==> config.mk <==
export PLATFORM = sky130hd
export DESIGN_NAME = piso_frame_serializer
export DESIGN_NICKNAME = d
export VERILOG_FILES = /design/src/rtl/piso_pkg.sv /design/src/rtl/piso_shift_core.sv /design/src/rtl/piso_frame_serializer.sv
export SDC_FILE = /design/constraint.sdc
export NUM_CORES = 1
export LEC_CHECK = 0
export CAP_MARGIN = 20
export CORE_ASPECT_RATIO = 2
export CORE_MARGIN = 2
export CORE_UTILIZATION = 55
export CTS_CLUSTER_SIZE = 16
export DETAILED_ROUTE_END_ITERATION = 6
export PLACE_DENSITY_LB_ADDON = 0.12
export SYNTH_ARGS = -nofsm -noshare
export SYNTH_HDL_FRONTEND = slang
export SYNTH_HIERARCHICAL = 1
export SYNTH_SLANG_ARGS = --single-unit
==> constraint.sdc <==
create_clock -name clk -period 2.36 [get_ports clk]
set_clock_uncertainty 0.15 [all_clocks]
set_input_delay 0.472 -clock clk [delete_from_list [all_inputs] [get_ports clk]]
set_output_delay 0.472 -clock clk [all_outputs]
set_load 0.05 [all_outputs]
==> src/rtl/piso_pkg.sv <==
// -----------------------------------------------------------------------------
// piso_pkg
// Shared types and sizing helpers for the frame serializer.
//   state_e    : serializer FSM encoding (IDLE = 1'b0, SHIFT = 1'b1)
//   frame_w()  : frame length in bits (NUM_CH * DATA_W)
//   cnt_w()    : counter width for a 0..n-1 counter, never below 1 bit
//   FRAME_W / BIT_CNT_W / CH_CNT_W : sizes for the default configuration
// -----------------------------------------------------------------------------
package piso_pkg;

  typedef enum logic {
    IDLE  = 1'b0,
    SHIFT = 1'b1
  } state_e;

  function automatic int frame_w(input int data_w, input int num_ch);
    return data_w * num_ch;
  endfunction

  // A single-value counter still needs one bit to be a legal vector.
  function automatic int cnt_w(input int n);
    return (n > 1) ? $clog2(n) : 1;
  endfunction

  localparam int DEF_DATA_W = 12;
  localparam int DEF_NUM_CH = 4;
  localparam int FRAME_W    = frame_w(DEF_DATA_W, DEF_NUM_CH);
  localparam int BIT_CNT_W  = cnt_w(DEF_DATA_W);
  localparam int CH_CNT_W   = cnt_w(DEF_NUM_CH);

endpackage

==> src/rtl/piso_shift_core.sv <==
// -----------------------------------------------------------------------------
// piso_shift_core
// Frame-wide shift register. On load it captures a whole frame, reordering each
// word so that the bit to be sent first always sits at the low end; every shift
// then moves the register one place towards bit 0.
//   clk, rst_n : clock, asynchronous active-low reset
//   load_i     : capture load_data_i (wins over shift_i)
//   load_data_i: frame, channel c at [c*DATA_W +: DATA_W]
//   shift_i    : advance one bit
//   bit_o      : bit currently at the head of the register
// -----------------------------------------------------------------------------
module piso_shift_core #(
  parameter int DATA_W    = 12,
  parameter int NUM_CH    = 4,
  parameter bit MSB_FIRST = 1'b0
) (
  input  logic                     clk,
  input  logic                     rst_n,
  input  logic                     load_i,
  input  logic [DATA_W*NUM_CH-1:0] load_data_i,
  input  logic                     shift_i,
  output logic                     bit_o
);

  localparam int FW = DATA_W * NUM_CH;

  logic [FW-1:0] load_order;
  logic [FW-1:0] sreg_q, sreg_d;

  // MSB-first output is obtained by mirroring each word at load time, so the
  // shift direction never changes.
  always_comb begin
    load_order = '0;
    for (int c = 0; c < NUM_CH; c++) begin
      for (int b = 0; b < DATA_W; b++) begin
        if (MSB_FIRST) load_order[c*DATA_W + b] = load_data_i[c*DATA_W + DATA_W - 1 - b];
        else           load_order[c*DATA_W + b] = load_data_i[c*DATA_W + b];
      end
    end
  end

  // NOTE: sreg_d gets its hold value first, so every path assigns it and no
  // latch can be inferred.
  always_comb begin
    sreg_d = sreg_q;
    if (load_i)       sreg_d = load_order;
    else if (shift_i) sreg_d = sreg_q >> 1;
  end

  // NOTE: state updates use <= so every flop samples pre-edge values,
  // independent of block ordering.
  always_ff @(posedge clk or negedge rst_n) begin
    if (!rst_n) sreg_q <= '0;
    else        sreg_q <= sreg_d;
  end

  assign bit_o = sreg_q[0];

endmodule

==> src/rtl/piso_frame_serializer.sv <==
// -----------------------------------------------------------------------------
// piso_frame_serializer
// Parallel-in / serial-out frame serializer with a one-frame holding buffer so
// consecutive frames stream without a gap.
//   clk, rst_n : clock, asynchronous active-low reset
//   in_data    : frame, channel c at [c*DATA_W +: DATA_W]
//   in_valid   : frame offered; transfer when in_valid & in_ready
//   in_ready   : holding buffer empty
//   ser_en     : shift enable; low freezes FSM, counters and serial outputs
//   ser_out    : serial bit (registered)
//   ser_valid  : ser_out carries a frame bit
//   ser_first  : first bit of a frame
//   ser_last   : last bit of a frame
//   ser_ch     : channel index of the current bit
//   busy       : a frame is held in the shift register or the buffer
// -----------------------------------------------------------------------------
module piso_frame_serializer
  import piso_pkg::*;
#(
  parameter int DATA_W    = 12,
  parameter int NUM_CH    = 4,
  parameter bit MSB_FIRST = 1'b0
) (
  input  logic                       clk,
  input  logic                       rst_n,
  input  logic [NUM_CH*DATA_W-1:0]   in_data,
  input  logic                       in_valid,
  output logic                       in_ready,
  input  logic                       ser_en,
  output logic                       ser_out,
  output logic                       ser_valid,
  output logic                       ser_first,
  output logic                       ser_last,
  output logic [cnt_w(NUM_CH)-1:0]   ser_ch,
  output logic                       busy
);

  localparam int FW        = frame_w(DATA_W, NUM_CH);
  localparam int BIT_CW    = cnt_w(DATA_W);
  localparam int CH_CW     = cnt_w(NUM_CH);
  localparam logic [BIT_CW-1:0] BIT_LAST = BIT_CW'(DATA_W - 1);
  localparam logic [CH_CW-1:0]  CH_LAST  = CH_CW'(NUM_CH - 1);

  state_e              state_q, state_d;
  logic                buf_full_q, buf_full_d;
  logic [FW-1:0]       buf_data_q, buf_data_d;
  logic [BIT_CW-1:0]   bit_cnt_q, bit_cnt_d;
  logic [CH_CW-1:0]    ch_cnt_q, ch_cnt_d;
  logic                ser_out_q, ser_out_d;
  logic                ser_valid_q, ser_valid_d;
  logic                ser_first_q, ser_first_d;
  logic                ser_last_q, ser_last_d;
  logic [CH_CW-1:0]    ser_ch_q, ser_ch_d;

  logic core_load, core_shift, core_bit;
  logic bit_last, frame_last;

  assign bit_last   = (bit_cnt_q == BIT_LAST);
  assign frame_last = bit_last && (ch_cnt_q == CH_LAST);

  piso_shift_core #(
    .DATA_W    (DATA_W),
    .NUM_CH    (NUM_CH),
    .MSB_FIRST (MSB_FIRST)
  ) u_core (
    .clk         (clk),
    .rst_n       (rst_n),
    .load_i      (core_load),
    .load_data_i (buf_data_q),
    .shift_i     (core_shift),
    .bit_o       (core_bit)
  );

  always_comb begin
    state_d     = state_q;
    buf_full_d  = buf_full_q;
    buf_data_d  = buf_data_q;
    bit_cnt_d   = bit_cnt_q;
    ch_cnt_d    = ch_cnt_q;
    ser_out_d   = ser_out_q;
    ser_valid_d = ser_valid_q;
    ser_first_d = ser_first_q;
    ser_last_d  = ser_last_q;
    ser_ch_d    = ser_ch_q;
    core_load   = 1'b0;
    core_shift  = 1'b0;

    // Accept only into an empty buffer; a drain below requires a full one, so
    // the two never happen on the same edge.
    if (in_valid && !buf_full_q) begin
      buf_data_d = in_data;
      buf_full_d = 1'b1;
    end

    if (ser_en) begin
      case (state_q)
        IDLE: begin
          ser_out_d   = 1'b0;
          ser_valid_d = 1'b0;
          ser_first_d = 1'b0;
          ser_last_d  = 1'b0;
          ser_ch_d    = '0;
          if (buf_full_q) begin
            core_load  = 1'b1;
            buf_full_d = 1'b0;
            bit_cnt_d  = '0;
            ch_cnt_d   = '0;
            state_d    = SHIFT;
          end
        end

        SHIFT: begin
          // The head of the shift register moves into the output register.
          core_shift  = 1'b1;
          ser_out_d   = core_bit;
          ser_valid_d = 1'b1;
          ser_first_d = (bit_cnt_q == '0) && (ch_cnt_q == '0);
          ser_last_d  = frame_last;
          ser_ch_d    = ch_cnt_q;

          if (bit_last) begin
            bit_cnt_d = '0;
            ch_cnt_d  = (ch_cnt_q == CH_LAST) ? '0 : ch_cnt_q + 1'b1;
          end else begin
            bit_cnt_d = bit_cnt_q + 1'b1;
          end

          // Reloading on the edge that emits the last bit puts the next
          // frame's first bit on the very next edge.
          if (frame_last) begin
            if (buf_full_q) begin
              core_load  = 1'b1;
              buf_full_d = 1'b0;
            end else begin
              state_d = IDLE;
            end
          end
        end

        default: state_d = IDLE;
      endcase
    end
  end

  // NOTE: the buffer data is cleared on reset along with its flag, so a
  // discarded frame leaves no trace in the register after release.
  always_ff @(posedge clk or negedge rst_n) begin
    if (!rst_n) begin
      state_q     <= IDLE;
      buf_full_q  <= 1'b0;
      buf_data_q  <= '0;
      bit_cnt_q   <= '0;
      ch_cnt_q    <= '0;
      ser_out_q   <= 1'b0;
      ser_valid_q <= 1'b0;
      ser_first_q <= 1'b0;
      ser_last_q  <= 1'b0;
      ser_ch_q    <= '0;
    end else begin
      state_q     <= state_d;
      buf_full_q  <= buf_full_d;
      buf_data_q  <= buf_data_d;
      bit_cnt_q   <= bit_cnt_d;
      ch_cnt_q    <= ch_cnt_d;
      ser_out_q   <= ser_out_d;
      ser_valid_q <= ser_valid_d;
      ser_first_q <= ser_first_d;
      ser_last_q  <= ser_last_d;
      ser_ch_q    <= ser_ch_d;
    end
  end

  assign in_ready  = !buf_full_q;
  assign busy      = buf_full_q || (state_q == SHIFT);
  assign ser_out   = ser_out_q;
  assign ser_valid = ser_valid_q;
  assign ser_first = ser_first_q;
  assign ser_last  = ser_last_q;
  assign ser_ch    = ser_ch_q;

endmodule

======== After elaboration in Yosys (flattened, before gate mapping) ========
Index checks and enable logic that the tools add are counted.
W data, S select, Z words.
operators by class
  add/sub/neg operators ................... 2
  equality and inequality tests ........... 4
  multiplexer cells ....................... 27
  bitwise operators ....................... 1
  reductions and logical operators ........ 10
operators by type and width
  cell                   count
  $mux W48               2
  $pmux W1 S2            7
  $mux W1                10
  $mux W4                2
  $pmux W2 S2            2
  $pmux W4 S2            1
  $mux W2                3
  $add A4 B1 Y4 const B  1
  $eq A4 B4 Y1 const B   1
  $logic_not A4 Y1       1
  $logic_and A1 B1 Y1    3
  $reduce_and A3 Y1      1
  $add A2 B1 Y2 const B  1
  $eq A2 B2 Y1 const B   1
  $logic_not A2 Y1       1
  $ne A2 B1 Y1 const B   1
  $ne A2 B2 Y1 const B   1
  $reduce_and A2 Y1      1
  $reduce_bool A2 Y1     1
  $logic_not A1 Y1       1
  $logic_or A1 B1 Y1     1
  $not A1 Y1             1
word-level totals
  bits in registers ....................... 110
  bits of input ports ..................... 52

======== Longest topological paths before layout ========
Gate-level depths: netlist (run 1).
  depth after elaboration ................. 7
  mapped depth ............................ 8

======== By module ========
The synthesis (run 1) kept the hierarchy.
by module, submodules not included
  module                 instances  cells an instance  area each (um^2)  seq. area each (um^2)
  piso_frame_serializer  1          170                2,542.4           1,551.5
  piso_shift_core        1          208                2,237.1           1,201.2

======== Worst setup path before layout (run 1) ========
No wires, ideal clock.
  path kind ............................... register to register
  from .................................... register bit_cnt_q[0]
  to ...................................... register u_core.sreg_q[43]
  library setup time ...................... 123 ps
  data arrival time ....................... 1,509 ps
  setup slack ............................. 578 ps
  cell stages (with the launch flop) ...... 7
  cell sequence ........................... dfrtp_1 > ha_1 > nand4b_1 > a21oi_1 > buf_2 > buf_2 > o21ai_1
on the way
  word-level cells in the longest chain between the ends .. 6
  elaborated cells between the ends (all ways) .. 7
  those cells by class .................... eq/ne: 1; mux: 4; reduce/logical: 2
ends and longest elaborated chain
  element                                         line                          source
  start, declared                                 piso_frame_serializer.sv:47   logic [BIT_CW-1:0] bit_cnt_q, bit_cnt_d;
  start signal, assigned                          piso_frame_serializer.sv:163  bit_cnt_q <= bit_cnt_d;
  $eq A4 B4 Y1 (*)                                piso_frame_serializer.sv:58   assign bit_last = (bit_cnt_q == BIT_LAST);
  $logic_and A1 B1 Y1 (*)                         piso_frame_serializer.sv:59   assign frame_last = bit_last && (ch_cnt_q == CH_LAST);
  $mux W1 (*)                                     piso_frame_serializer.sv:130  if (frame_last) begin
  $pmux W1 S2 (*)                                 piso_frame_serializer.sv:96   case (state_q)
  $mux W1 (*)                                     piso_frame_serializer.sv:95   if (ser_en) begin
  via core_load                                   piso_frame_serializer.sv:55   logic core_load, core_shift, core_bit;
  $mux W48 or $reduce_bool A2 Y1 (tied branches)  --
  end signal, assigned                            piso_shift_core.sv:54         else sreg_q <= sreg_d;
  end, declared                                   piso_shift_core.sv:28         logic [FW-1:0] sreg_q, sreg_d;
The timed path passes the listed nets; every way through them passes the cells marked *.
A chain may end at the register's enable or synchronous reset.

======== Worst setup path after layout (run 1) ========
  from .................................... register buf_full_q
  to ...................................... output in_ready
on the way
  word-level cells in the longest chain between the ends .. 1
ends and longest elaborated chain
  element                 line                          source
  start, declared         piso_frame_serializer.sv:45   logic buf_full_q, buf_full_d;
  start signal, assigned  piso_frame_serializer.sv:161  buf_full_q <= buf_full_d;
  $logic_not A1 Y1        piso_frame_serializer.sv:173  assign in_ready = !buf_full_q;
  end, declared           piso_frame_serializer.sv:28   output logic in_ready,
No other way between the ends.

==> results.json, run 1 <==
{
  "dp_slack_ns": 0.2555,
  "io_pins": 60,
  "dp_hpwl_um": 5786,
  "rsz0062_at_grt": "false",
  "start_kind": "register",
  "nNetsFinal": 495,
  "cts_inserted_buffers": 9,
  "max-vdd-ir-drop_mv": 0.7699,
  "final_area_um2": 5833,
  "clockBufferDepth": 2,
  "seq_area_frac_synth_pct": 57.59,
  "antenna_found_initial": 0,
  "initial_core_util_pct": 56.04,
  "multi_input_area_um2": 1822,
  "layout.area.seq_um2": 2753,
  "grt-ovfl-total": 0,
  "fin_ws_ns": 0.05618,
  "fmax_ghz": 0.4341,
  "worstHoldStart": "buf_data_q[0]",
  "die_w_um": 69.92,
  "crit_type": "register to output port",
  "synth_warnings": 6,
  "synth.distinct_cells": 30,
  "num_antenna_cells": 0,
  "detail_route.wl_per_cell_um": 15.46,
  "critical_path_required_ns": 1.74,
  "drtPass1Iterations": 7,
  "worstPathArrival_ns": 1.68,
  "first_iter_violations": 154,
  "via_count": 2991,
  "synth_area_leaders": "dfrtp_1, mux2i_1, mux2_2",
  "avgViaCountPerCell": 5.498,
  "area_delta_synth_final_pct": 22.04,
  "htreeDepth": 3,
  "hold_viol": 0,
  "die_area_um2": 9497,
  "hold_slack_ns": 0.3272,
  "postPlaceCellArea_um2": 5534,
  "final_antenna_net_count": 0,
  "synthDominantCellAreaShare_pct": 57.59,
  "tightest_slew_ns": 0.7184,
  "ys.flop_type": "dfrtp_1",
  "p_leak_uw": 0.002642,
  "max_cap_violations": 0,
  "grt_pass1_wl_um": 15100,
  "grt_max_degree": 40,
  "cp-startpoint": "buf_full_q",
  "synthArstFlopShare_pct": 100.0,
  "synth_nets": 434,
  "end_kind": "output port",
  "min_period_ns": 2.304,
  "finalSetupViolCount": 0,
  "syn_area_per_cell_um2": 12.64,
  "synth_enable_flop_cells": 0,
  "timing.rr.start": "bit_cnt_q[0]",
  "wl_um": 8412,
  "hold_path.class": "register to register",
  "worstPathMaxFanout": 6,
  "tritoncts": "yes",
  "portBuffers": 59,
  "synth_cells": 378,
  "synthesis.area_um2": 4780,
  "clkSlewWorstSetupHoldPaths_ns": 0.07,
  "layout.cells.non_filler": 544,
  "clock_latency_ns": 0.34,
  "drv_slew": 0,
  "post_cts_buffers": 0,
  "gp_congestion": 0.7645,
  "finalSetupTns_ns": 0,
  "grt_pass1_vias": 3105,
  "dpl.cell_count": 527,
  "cts_root_buf": "clkbuf_16",
  "drc": 0,
  "synth_top_area_cell": "dfrtp_1",
  "num_rows": 48,
  "powerDensity_nw_per_um2": 1079,
  "grt.total_usage_pct": 20.05,
  "outcome": "finished, final reports clean",
  "fin_crit_sh_pct": 97.62,
  "die_y_um": 135.8,
  "n_fill_cell": 670,
  "relSlewSlack_pct": 51.60,
  "cts_sinks": 110,
  "coreArea_um2": 8528,
  "drive_gt1_share_pct": 18.24,
  "cts_resized": 0,
  "ys_ff_latch": 110
}
-- metal layers --
| metal | vias to the layer above | global-route usage (%) | routed length [µm] |
|---|---|---|---|
| met4 | 0 | 7.158 | 146 |
| met2 | 49 | 33.70 | 4505 |
| met5 | - | 0 | 0 |
| met1 | 1496 | 26.02 | 3530 |
| met3 | 10 | 3.706 | 229 |
| li1 | 1436 | - | - |
-- final timing paths --
check | slack [ns] | endpoint | depth (start not counted)
worst max-delay path | 0.06 | in_ready | 2
worst min-delay path | 0.33 | u_core/sreg_q[0] | 2
worst max register to register | 0.41 | u_core/sreg_q[2] | 5
worst min register to register | 0.33 | u_core/sreg_q[0] | 2
max in group asynchronous | 0.97 | u_core/sreg_q[43] | 3
min in group asynchronous | 0.50 | bit_cnt_q[3] | 2
-- metrics by stage --
stage	util [%]	power (µW)
2_1_floorplan	-	4327
3_5_place_dp	64.89	4870
4_1_cts	68.40	6371
5_1_grt	68.40	6727
6_report	68.40	6296
3_3_place_gp	64.89	4790
-- power breakdown --
group / switching [µW] / internal [µW]
clock: 662 / 818
combinational: 651 / 952
sequential: 501 / 2710
-- kinds of logic after synthesis --
logic type | Yosys count | share of synthesized area [%]
AOI/OAI and AO/OA | 67 | 7.696
adders and majority gates | 4 | 1.047
buffers and inverters | 31 | 4.633
DFF | 110 | 57.59
muxes | 95 | 22.72
and+or+nand+nor | 71 | 6.309
-- what timing repair did --
| item | CTS | global route |
|---|---|---|
| hold endpoints to repair | 36 | 0 |
| hold buffers | 1 | 0 |
| endpoints found under the setup margin | 0 | 0 |
-- sequential cells by signal (all words and copies together) (netlist names), 2 cells and up --
signal and cells:
bit_cnt_q 4, buf_data_q 48, ch_cnt_q 2, ser_ch 2
u_core/sreg_q 48
-- placed cells by master, fill, tap and decap left out, types with 2 or more instances in the layout --
cell type | netlist | routed
clkdlybuf4s50_1 | 0 | 57
o21ai_1 | 19 | 19
nor2_1 | 4 | 4
mux2_4 | 20 | 20
nand3_1 | 2 | 2
a22oi_1 | 2 | 2
a22o_1 | 4 | 4
clkinv_2 | 0 | 5
a31oi_1 | 2 | 2
buf_12 | 3 | 10
clkbuf_16 | 0 | 9
o21ai_0 | 35 | 35
mux2_2 | 28 | 28
ha_1 | 4 | 4
nand2_1 | 57 | 57
mux2i_1 | 47 | 47
inv_1 | 9 | 8
dfrtp_1 | 110 | 110
buf_4 | 0 | 4
-- worst max-delay path, stage by stage, from the launching register on --
cell	delay, ns
dfrtp_1	0.45
inv_1	0.10
clkdlybuf4s50_1	0.80
-- final cells by class --
cell class	count	area share [%]
inverters	9	0.5792
multi-input cells	237	31.23
clock inverters	7	1.094
repair buffers	72	13.90
well taps	100	2.145
clock buffers	9	3.861
flip-flops and latches	110	47.19
-- synthesized netlist by cell type, types with 3 or more instances --
| master | n |
|---|---|
| nand2_1 | 57 |
| buf_6 | 6 |
| inv_1 | 9 |
| o21ai_0 | 35 |
| mux2_4 | 20 |
| buf_2 | 9 |
| mux2i_1 | 47 |
| nor2_1 | 4 |
| ha_1 | 4 |
| dfrtp_1 | 110 |
| clkbuf_1 | 4 |
| o21ai_1 | 19 |
| a22o_1 | 4 |
| buf_12 | 3 |
| mux2_2 | 28 |
(Power assumes the default switching activity.)
==> inputs of run 2 (changes only) <==
--- a/config.mk
+++ b/config.mk
@@ -12,6 +12,7 @@
 export CTS_CLUSTER_SIZE = 16
 export DETAILED_ROUTE_END_ITERATION = 6
 export PLACE_DENSITY_LB_ADDON = 0.12
+export SLEW_MARGIN = 20
 export SYNTH_ARGS = -nofsm -noshare
 export SYNTH_HDL_FRONTEND = slang
 export SYNTH_HIERARCHICAL = 1
==> results of run 2 <==
Same layout as run 1: the final DEF is identical, and so are final timing and power.
